[src/rtl/obi_instr_data_arbiter.sv]
// obi_instr_data_arbiter
// Shares one single-ported OBI memory port between an instruction fetch port
// and a data/LSU port. A selection is held stable until granted, accepted
// transactions are tagged in a small in-order FIFO, and each mem_rvalid_i is
// routed back to the requester found at the FIFO head.
//
// Optional build macro OBI_ARB_RR_EN: round-robin selection on contention in
// IDLE. Without it, data has fixed priority over instr.
//
// Handshakes: a request transfers in the cycle where mem_req_o & mem_gnt_i are
// both high; once mem_req_o is raised its selection (address, we, be, wdata)
// stays frozen until that grant. Responses carry no ready: mem_rvalid_i is
// accepted unconditionally and forwarded combinationally in the same cycle.
module obi_instr_data_arbiter #(
    parameter int MAX_OUTSTANDING = 2,
    parameter int DATA_WIDTH      = 32,
    parameter int ADDR_WIDTH      = 32,
    localparam int CW             = $clog2(MAX_OUTSTANDING + 1)
) (
    input  logic                    clk_i,
    input  logic                    rst_i,
    input  logic                    instr_req_i,
    output logic                    instr_gnt_o,
    input  logic [ADDR_WIDTH-1:0]   instr_addr_i,
    output logic                    instr_rvalid_o,
    output logic [DATA_WIDTH-1:0]   instr_rdata_o,
    input  logic                    data_req_i,
    output logic                    data_gnt_o,
    input  logic [ADDR_WIDTH-1:0]   data_addr_i,
    input  logic                    data_we_i,
    input  logic [DATA_WIDTH/8-1:0] data_be_i,
    input  logic [DATA_WIDTH-1:0]   data_wdata_i,
    output logic                    data_rvalid_o,
    output logic [DATA_WIDTH-1:0]   data_rdata_o,
    output logic                    mem_req_o,
    input  logic                    mem_gnt_i,
    output logic [ADDR_WIDTH-1:0]   mem_addr_o,
    output logic                    mem_we_o,
    output logic [DATA_WIDTH/8-1:0] mem_be_o,
    output logic [DATA_WIDTH-1:0]   mem_wdata_o,
    input  logic                    mem_rvalid_i,
    input  logic [DATA_WIDTH-1:0]   mem_rdata_i,
    output logic [CW-1:0]           outstanding_o,
    output logic                    err_o,
    output logic                    arb_state_o
);

    localparam int  PW        = (MAX_OUTSTANDING > 1) ? $clog2(MAX_OUTSTANDING) : 1;
    localparam logic SEL_INSTR = 1'b0;
    localparam logic SEL_DATA  = 1'b1;

    typedef enum logic {IDLE = 1'b0, LOCKED = 1'b1} state_t;

    state_t                     state_q;
    logic                       sel_q;
    logic                       sel;
    logic                       full;
    logic                       empty;
    logic                       push;
    logic                       pop;
    logic                       head;
    logic [MAX_OUTSTANDING-1:0] tag_q;
    logic [PW-1:0]              wr_ptr_q;
    logic [PW-1:0]              rd_ptr_q;
    logic [CW-1:0]              count_q;
    logic                       err_q;
`ifdef OBI_ARB_RR_EN
    logic                       rr_last_q;
`endif

    function automatic logic [PW-1:0] next_ptr(input logic [PW-1:0] p);
        return (p == PW'(MAX_OUTSTANDING - 1)) ? '0 : p + PW'(1);
    endfunction

    assign full  = (count_q == CW'(MAX_OUTSTANDING));
    assign empty = (count_q == '0);
    assign head  = tag_q[rd_ptr_q];

    // Source selection: frozen while LOCKED, otherwise priority or round-robin.
    always_comb begin
        sel = SEL_INSTR;
        if (state_q == LOCKED) begin
            sel = sel_q;
        end else begin
`ifdef OBI_ARB_RR_EN
            if (data_req_i && instr_req_i) sel = ~rr_last_q;
            else if (data_req_i)           sel = SEL_DATA;
            else                           sel = SEL_INSTR;
`else
            sel = data_req_i ? SEL_DATA : SEL_INSTR;
`endif
        end
    end

    // Request/grant/response muxing; instr fetches are full-word reads.
    always_comb begin
        mem_req_o   = ((sel == SEL_DATA) ? data_req_i : instr_req_i) & ~full;
        mem_addr_o  = (sel == SEL_DATA) ? data_addr_i : instr_addr_i;
        mem_we_o    = (sel == SEL_DATA) ? data_we_i : 1'b0;
        mem_be_o    = (sel == SEL_DATA) ? data_be_i : '1;
        mem_wdata_o = (sel == SEL_DATA) ? data_wdata_i : '0;
        push        = mem_req_o & mem_gnt_i;
        pop         = mem_rvalid_i & ~empty;
        instr_gnt_o = push & (sel == SEL_INSTR);
        data_gnt_o  = push & (sel == SEL_DATA);
        instr_rvalid_o = pop & (head == SEL_INSTR);
        data_rvalid_o  = pop & (head == SEL_DATA);
        instr_rdata_o  = mem_rdata_i;
        data_rdata_o   = mem_rdata_i;
    end

    // Arbiter FSM: lock the selection when a request is left ungranted.
    always_ff @(posedge clk_i or posedge rst_i) begin
        if (rst_i) begin
            state_q <= IDLE;
            sel_q   <= SEL_INSTR;
        end else begin
            case (state_q)
                IDLE: begin
                    if (mem_req_o && !mem_gnt_i) begin
                        state_q <= LOCKED;
                        sel_q   <= sel;
                    end
                end
                LOCKED: begin
                    if (push) state_q <= IDLE;
                end
                default: state_q <= IDLE;
            endcase
        end
    end

`ifdef OBI_ARB_RR_EN
    // Remember the last granted source for round-robin fairness.
    always_ff @(posedge clk_i or posedge rst_i) begin
        if (rst_i)     rr_last_q <= SEL_INSTR;
        else if (push) rr_last_q <= sel;
    end
`endif

    // Response-tag FIFO, occupancy counter and sticky spurious-response flag.
    always_ff @(posedge clk_i or posedge rst_i) begin
        if (rst_i) begin
            tag_q    <= '0;
            wr_ptr_q <= '0;
            rd_ptr_q <= '0;
            count_q  <= '0;
            err_q    <= 1'b0;
        end else begin
            if (push) begin
                tag_q[wr_ptr_q] <= sel;
                wr_ptr_q        <= next_ptr(wr_ptr_q);
            end
            if (pop) rd_ptr_q <= next_ptr(rd_ptr_q);
            case ({push, pop})
                2'b10:   count_q <= count_q + CW'(1);
                2'b01:   count_q <= count_q - CW'(1);
                default: count_q <= count_q;
            endcase
            if (mem_rvalid_i && empty) err_q <= 1'b1;
        end
    end

    assign outstanding_o = count_q;
    assign err_o         = err_q;
    assign arb_state_o   = state_q;

endmodule

[config.mk]
export PLATFORM = sky130hd
export DESIGN_NAME = obi_instr_data_arbiter
export DESIGN_NICKNAME = d
export VERILOG_FILES = /design/src/rtl/obi_instr_data_arbiter.sv
export SDC_FILE = /design/constraint.sdc
export NUM_CORES = 1
export LEC_CHECK = 0
export ABC_CLOCK_PERIOD_IN_PS = 1900
export BUFFER_PORTS_ARGS = -buffer_cell sky130_fd_sc_hd__buf_2
export CAP_MARGIN = 30
export CORE_AREA = 2 2 110 112
export CTS_BUF_LIST = sky130_fd_sc_hd__clkbuf_8
export DETAILED_ROUTE_END_ITERATION = 7
export DIE_AREA = 0 0 112 114
export PLACE_DENSITY_LB_ADDON = 0.25
export SYNTH_ARGS = -nofsm -noshare
export SYNTH_HDL_FRONTEND = slang
export SYNTH_SLANG_ARGS = --single-unit
export TNS_END_PERCENT = 1
[constraint.sdc]
create_clock -name clk_i -period 1.9 [get_ports clk_i]
set_input_delay 0.19 -clock clk_i [delete_from_list [all_inputs] [get_ports clk_i]]
set_output_delay 0.19 -clock clk_i [all_outputs]
set_load 0.01 [all_outputs]
## Yosys cells after proc, flatten, opt, wreduce, memory -nomap -nowiden

Index checks and enable logic that the tools add are counted.

| word-level totals | value |
|---|---|
| register bits | 9 |
| latch bits | 0 |
| memory bits (writable) | 0 |
| bits in read-only memories | 0 |
| bits of input ports | 139 |
| output and inout port bits | 142 |
| logic and storage cells | 54 |
| memories kept | 0 |

| cells by class | value |
|---|---|
| add/subtract/negate cells | 4 |
| multiply operators | 0 |
| div/mod/pow operators | 0 |
| order comparisons | 3 |
| equal/unequal tests | 3 |
| shift-type cells | 0 |
| mux-type cells | 18 |
| bitwise operators | 12 |
| reductions and logical operators | 7 |

Operators with widths:

| cell | number |
|---|---|
| 32-bit two-way mux | 2 |
| 1-bit two-way mux | 11 |
| 1-bit bitwise AND | 7 |
| 1-bit inverter | 5 |
| 2-bit equality test, second input constant | 2 |
| 1-bit by 2-bit less-than comparator with 1-bit output, second input constant | 2 |
| 4-bit two-way mux | 1 |
| 2-bit one-hot mux with 2 select lines | 1 |
| 1-bit logical AND | 3 |
| 1-bit adder, second input constant | 2 |
| 2-bit by 1-bit adder with 2-bit output, second input constant | 1 |
| 2-bit bitwise mux | 1 |
| 2-bit by 1-bit equality test with 1-bit output, second input constant | 1 |
| 2-bit zero test | 1 |
| 1-bit one-hot mux with 2 select lines | 1 |
| 2-bit AND reduction | 1 |
| 2-bit nonzero test | 1 |
| 2-bit by 1-bit subtractor with 2-bit output, second input constant | 1 |
| 1-bit demux with 1-bit select | 1 |
| 1-bit greater-or-equal comparator, second input constant | 1 |
| 1-bit zero test | 1 |

## Logic depth before layout (Yosys ltp)

| logic depth | value |
|---|---|
| word-level depth | 7 |
| depth in mapped cells | 6 |

## Worst setup path before layout

No wires, ideal clock.

| timing | value |
|---|---|
| path kind | register to register |
| start point | register count_q[1] (netlist: outstanding_o[1]) |
| end point | register count_q[1] (netlist: outstanding_o[1]) |
| library setup time | 79 ps |
| arrival | 1655 ps |
| slack | 166 ps |
| cell stages (with the launch flop) | 6 |
| buffers on the path | 0 |
| clock period less this slack | 1734 ps |
| cell sequence | dfrtp_1 -> nor2b_1 -> a2111o_1 -> ha_1 -> nor2_1 -> xor2_1 |

| on the way | value |
|---|---|
| word-level cells in the longest chain between the ends | 6 |
| elaborated cells between the ends (all ways) | 13 |

Ends and longest elaborated chain:

| what | line | RTL |
|---|---|---|
| start, declared | 65 | `logic [CW-1:0] count_q;` |
| start signal, assigned | 156 | `2'b10: count_q <= count_q + CW'(1);` |
| start signal, assigned | 157 | `2'b01: count_q <= count_q - CW'(1);` |
| start signal, assigned | 158 | `default: count_q <= count_q;` |
| 2-bit equality test | 75 | `assign full = (count_q == CW'(MAX_OUTSTANDING));` |
| 1-bit inverter | 97 | `mem_req_o = ((sel == SEL_DATA) ? data_req_i : instr_req_i) & ~full;` |
| 1-bit bitwise AND | 97 |  |
| 1-bit bitwise AND | 102 | `push = mem_req_o & mem_gnt_i;` |
| 2-bit by 1-bit equality test with 1-bit output or 2-bit equality test (tied branches) | 155 | `case ({push, pop})` |
| 2-bit one-hot mux with 2 select lines or 2-bit nonzero test (tied branches) | -- |  |

Several ways; a longest one is shown, not always the timed one.
A chain may end at the register's enable or synchronous reset.

==> out/metrics.cfg <==
[run_status]
status = complete, no violations

[power]
p_clk_frac = 0.072
leakagePower_nw = 1.284
total_power_w = 0.003014
p_int_w = 0.001725
powerDensity_mw_per_mm2 = 1261
ir_drop_mv = 0.3560
swShare = 0.4276
comb_power_share = 0.806
power_switching_w = 0.001289
seqPwrFrac = 0.122

[grt]
grtUsageTotal = 0.07448
grt-ovfl-total = 0
grt_max_degree = 27
grt_antenna_before_repair = 0
grt_pass1_wl_mm = 7.576
grt_pass1_vias = 1543

[final_layout]
antenna_cells = 0
utilization = 0.2041
fin_nets = 454
area_growth_pct = 52.80
final_layout_size_suffix_gt1_frac = 0.7668

[floorplan]
io_pins = 281
initial_core_util = 0.1335
die_w_um = 112
dieArea_mm2 = 0.01277
fp.coreArea_mm2 = 0.01171
die_h_um = 114
num_rows = 40

[critical_path]
cp-end-kind = primary output
critical_path_required_ns = 1.71
path_class = reg2out
cp.arrival_ns = 1.69
start_kind = flop
critPathMaxFanout = 26

[timing]
tightestPinTransition_ns = 0.4745
slew_headroom = 0.6818
hold_violations = 0
setup_viol = 0
fin_skew_ns = 0.002376
min_period_ns = 1.875
max_freq_ghz = 0.5333
finalCritPeriodShare = 0.9870
final_max_slew_viol_count = 0
rsz0062_at_grt = true

[place]
gp_congestion = 0.7084
place_hpwl_mm = 4.384
port_buffers = 184

[clock_tree]
h-tree-depth = 1
cts-root-buf = clkbuf_8
worstSkewPairLatency_ns = 0.23
clkSinkCount = 9
cts_made_buffers = 3
cts_max_path_buffers = 2
cts.reportedPaths.clkPinSlew_ns = 0.05
cts_tree = done

[synthesis]
synth_area_leader_cell = buf_4
ys_warn_count = 0
syn-num-nets = 322
syn_inst = 182
yosysSeqAreaShare = 0.1440
ys.flop_type = dfrtp_1
synth-edff-count = 0
synth.most_common_cell = buf_4
synth-seq-cells = 9
yosys-top-cells-area = buf_4 (32%), mux2_2 (23%), dfrtp_1 (14%)
synthTopCellsByCount = buf_4 (67), nor2b_1 (35), mux2_2 (32)
syn_area_per_cell_um2 = 8.593
ys_types = 24
synth_area_mm2 = 0.001564
synthArstFlopShare = 1.000
synth_top_area_frac = 0.3216

[drt]
drt_iter0_markers = 26
drt_first_pass_iters = 2
drt-total-wl_mm = 5.561
viasPerCell = 3.650
via_count = 1679
drc = 0
wl_per_cell_um = 12.09
ant_nets = 0

[worst_hold_path]
hp-class = in2reg

[run]
max_cap_violations = 0

per-layer routing:
layer | vias up | routed length, µm | track usage
met4 | 0 | 159 | 0.03333
met1 | 735 | 1933 | 0.07581
li1 | 795 | - | -
met3 | 30 | 567 | 0.01275
met5 | - | 0 | 0
met2 | 119 | 2900 | 0.1479
final timing paths:
kind | from | end | slack [ns] | cells after the start
min in group asynchronous | rst_i | tag_q[1] | 0.47 | 3
hold reg to reg | err_o | err_o | 0.45 | 1
setup reg to reg | flop | outstanding_o[1] | 0.08 | 6
max in group asynchronous | rst_i | async pin | 1.14 | 3
setup / recovery | flop | mem_addr_o[20] | 0.02 | 5
hold / removal | mem_rvalid_i | err_o | 0.18 | 2
what timing repair did:
action,in CTS,in global routing
hold buffers,1,0
pin swaps,1,0
setup endpoints to repair,45,30
resized for setup,5,3
buffers inserted,5,0
endpoints found under the hold margin,9,0
cloned,2,0
cell families after synthesis:
logic type	after synthesis	share of synthesized area
compound gates	11	0.05120
xor+xnor	5	0.02800
fa+ha+maj	1	0.007999
buf+inv	74	0.3384
flops	9	0.1440
mux	35	0.2520
simple gates	47	0.1784
layout make-up:
type / instances / area (µm²)
clock buffer: 3 / 41.29
clock inverter: 1 / 3.754
fill: 1309 / 9321
inverter: 3 / 11.26
multi-input combinational: 99 / 820.8
sequential: 9 / 227.7
tap: 147 / 183.9
timing repair buffer: 198 / 1101
critical path, cell delays in order, from the launching register on:
cell     delay, ns
dfrtp_2       0.39
mux2i_4       0.25
buf_6         0.13
buf_12        0.17
mux2_2        0.35
buf_2         0.14
power groups by stage:
stage / clock (W) / combinational, W / sequential (W)
2_1_floorplan: 0 / 0.00140 / 0.000385
3_3_place_gp: 0 / 0.00211 / 0.000379
3_5_place_dp: 0 / 0.00213 / 0.000383
4_1_cts: 0.000223 / 0.00247 / 0.000366
5_1_grt: 0.000237 / 0.00266 / 0.000379
6_report: 0.000218 / 0.00243 / 0.000367
placed cells by master, fill, tap and decap left out, types with 2 or more instances in the layout:
| cell type | Yosys | routed |
|---|---|---|
| o31ai_1 | 2 | 2 |
| nor2_1 | 5 | 5 |
| clkbuf_8 | 0 | 3 |
| dfrtp_1 | 9 | 7 |
| xnor2_1 | 4 | 4 |
| buf_6 | 0 | 2 |
| o21ai_0 | 3 | 3 |
| mux2i_1 | 2 | 2 |
| nor2b_1 | 35 | 34 |
| dfrtp_2 | 0 | 2 |
| buf_2 | 0 | 184 |
| buf_4 | 67 | 7 |
| or2_2 | 4 | 4 |
| mux2_2 | 32 | 32 |
| inv_1 | 3 | 4 |
metrics by stage:
stage	worst slack, ns	std cells	area, µm²	hold WS [ns]	setup TNS, ns
after floorplan	0.1656	182	1564	0.01792	0
after detailed placement	0.1052	448	2217	0.1793	0
final	0.02479	460	2390	0.1831	0
after global routing	-0.05795	460	2390	0.1794	-0.5699
after global placement	0.1397	448	2217	0.1790	0
after CTS	0.003159	460	2381	0.1825	0
(Power assumes the default switching activity.)
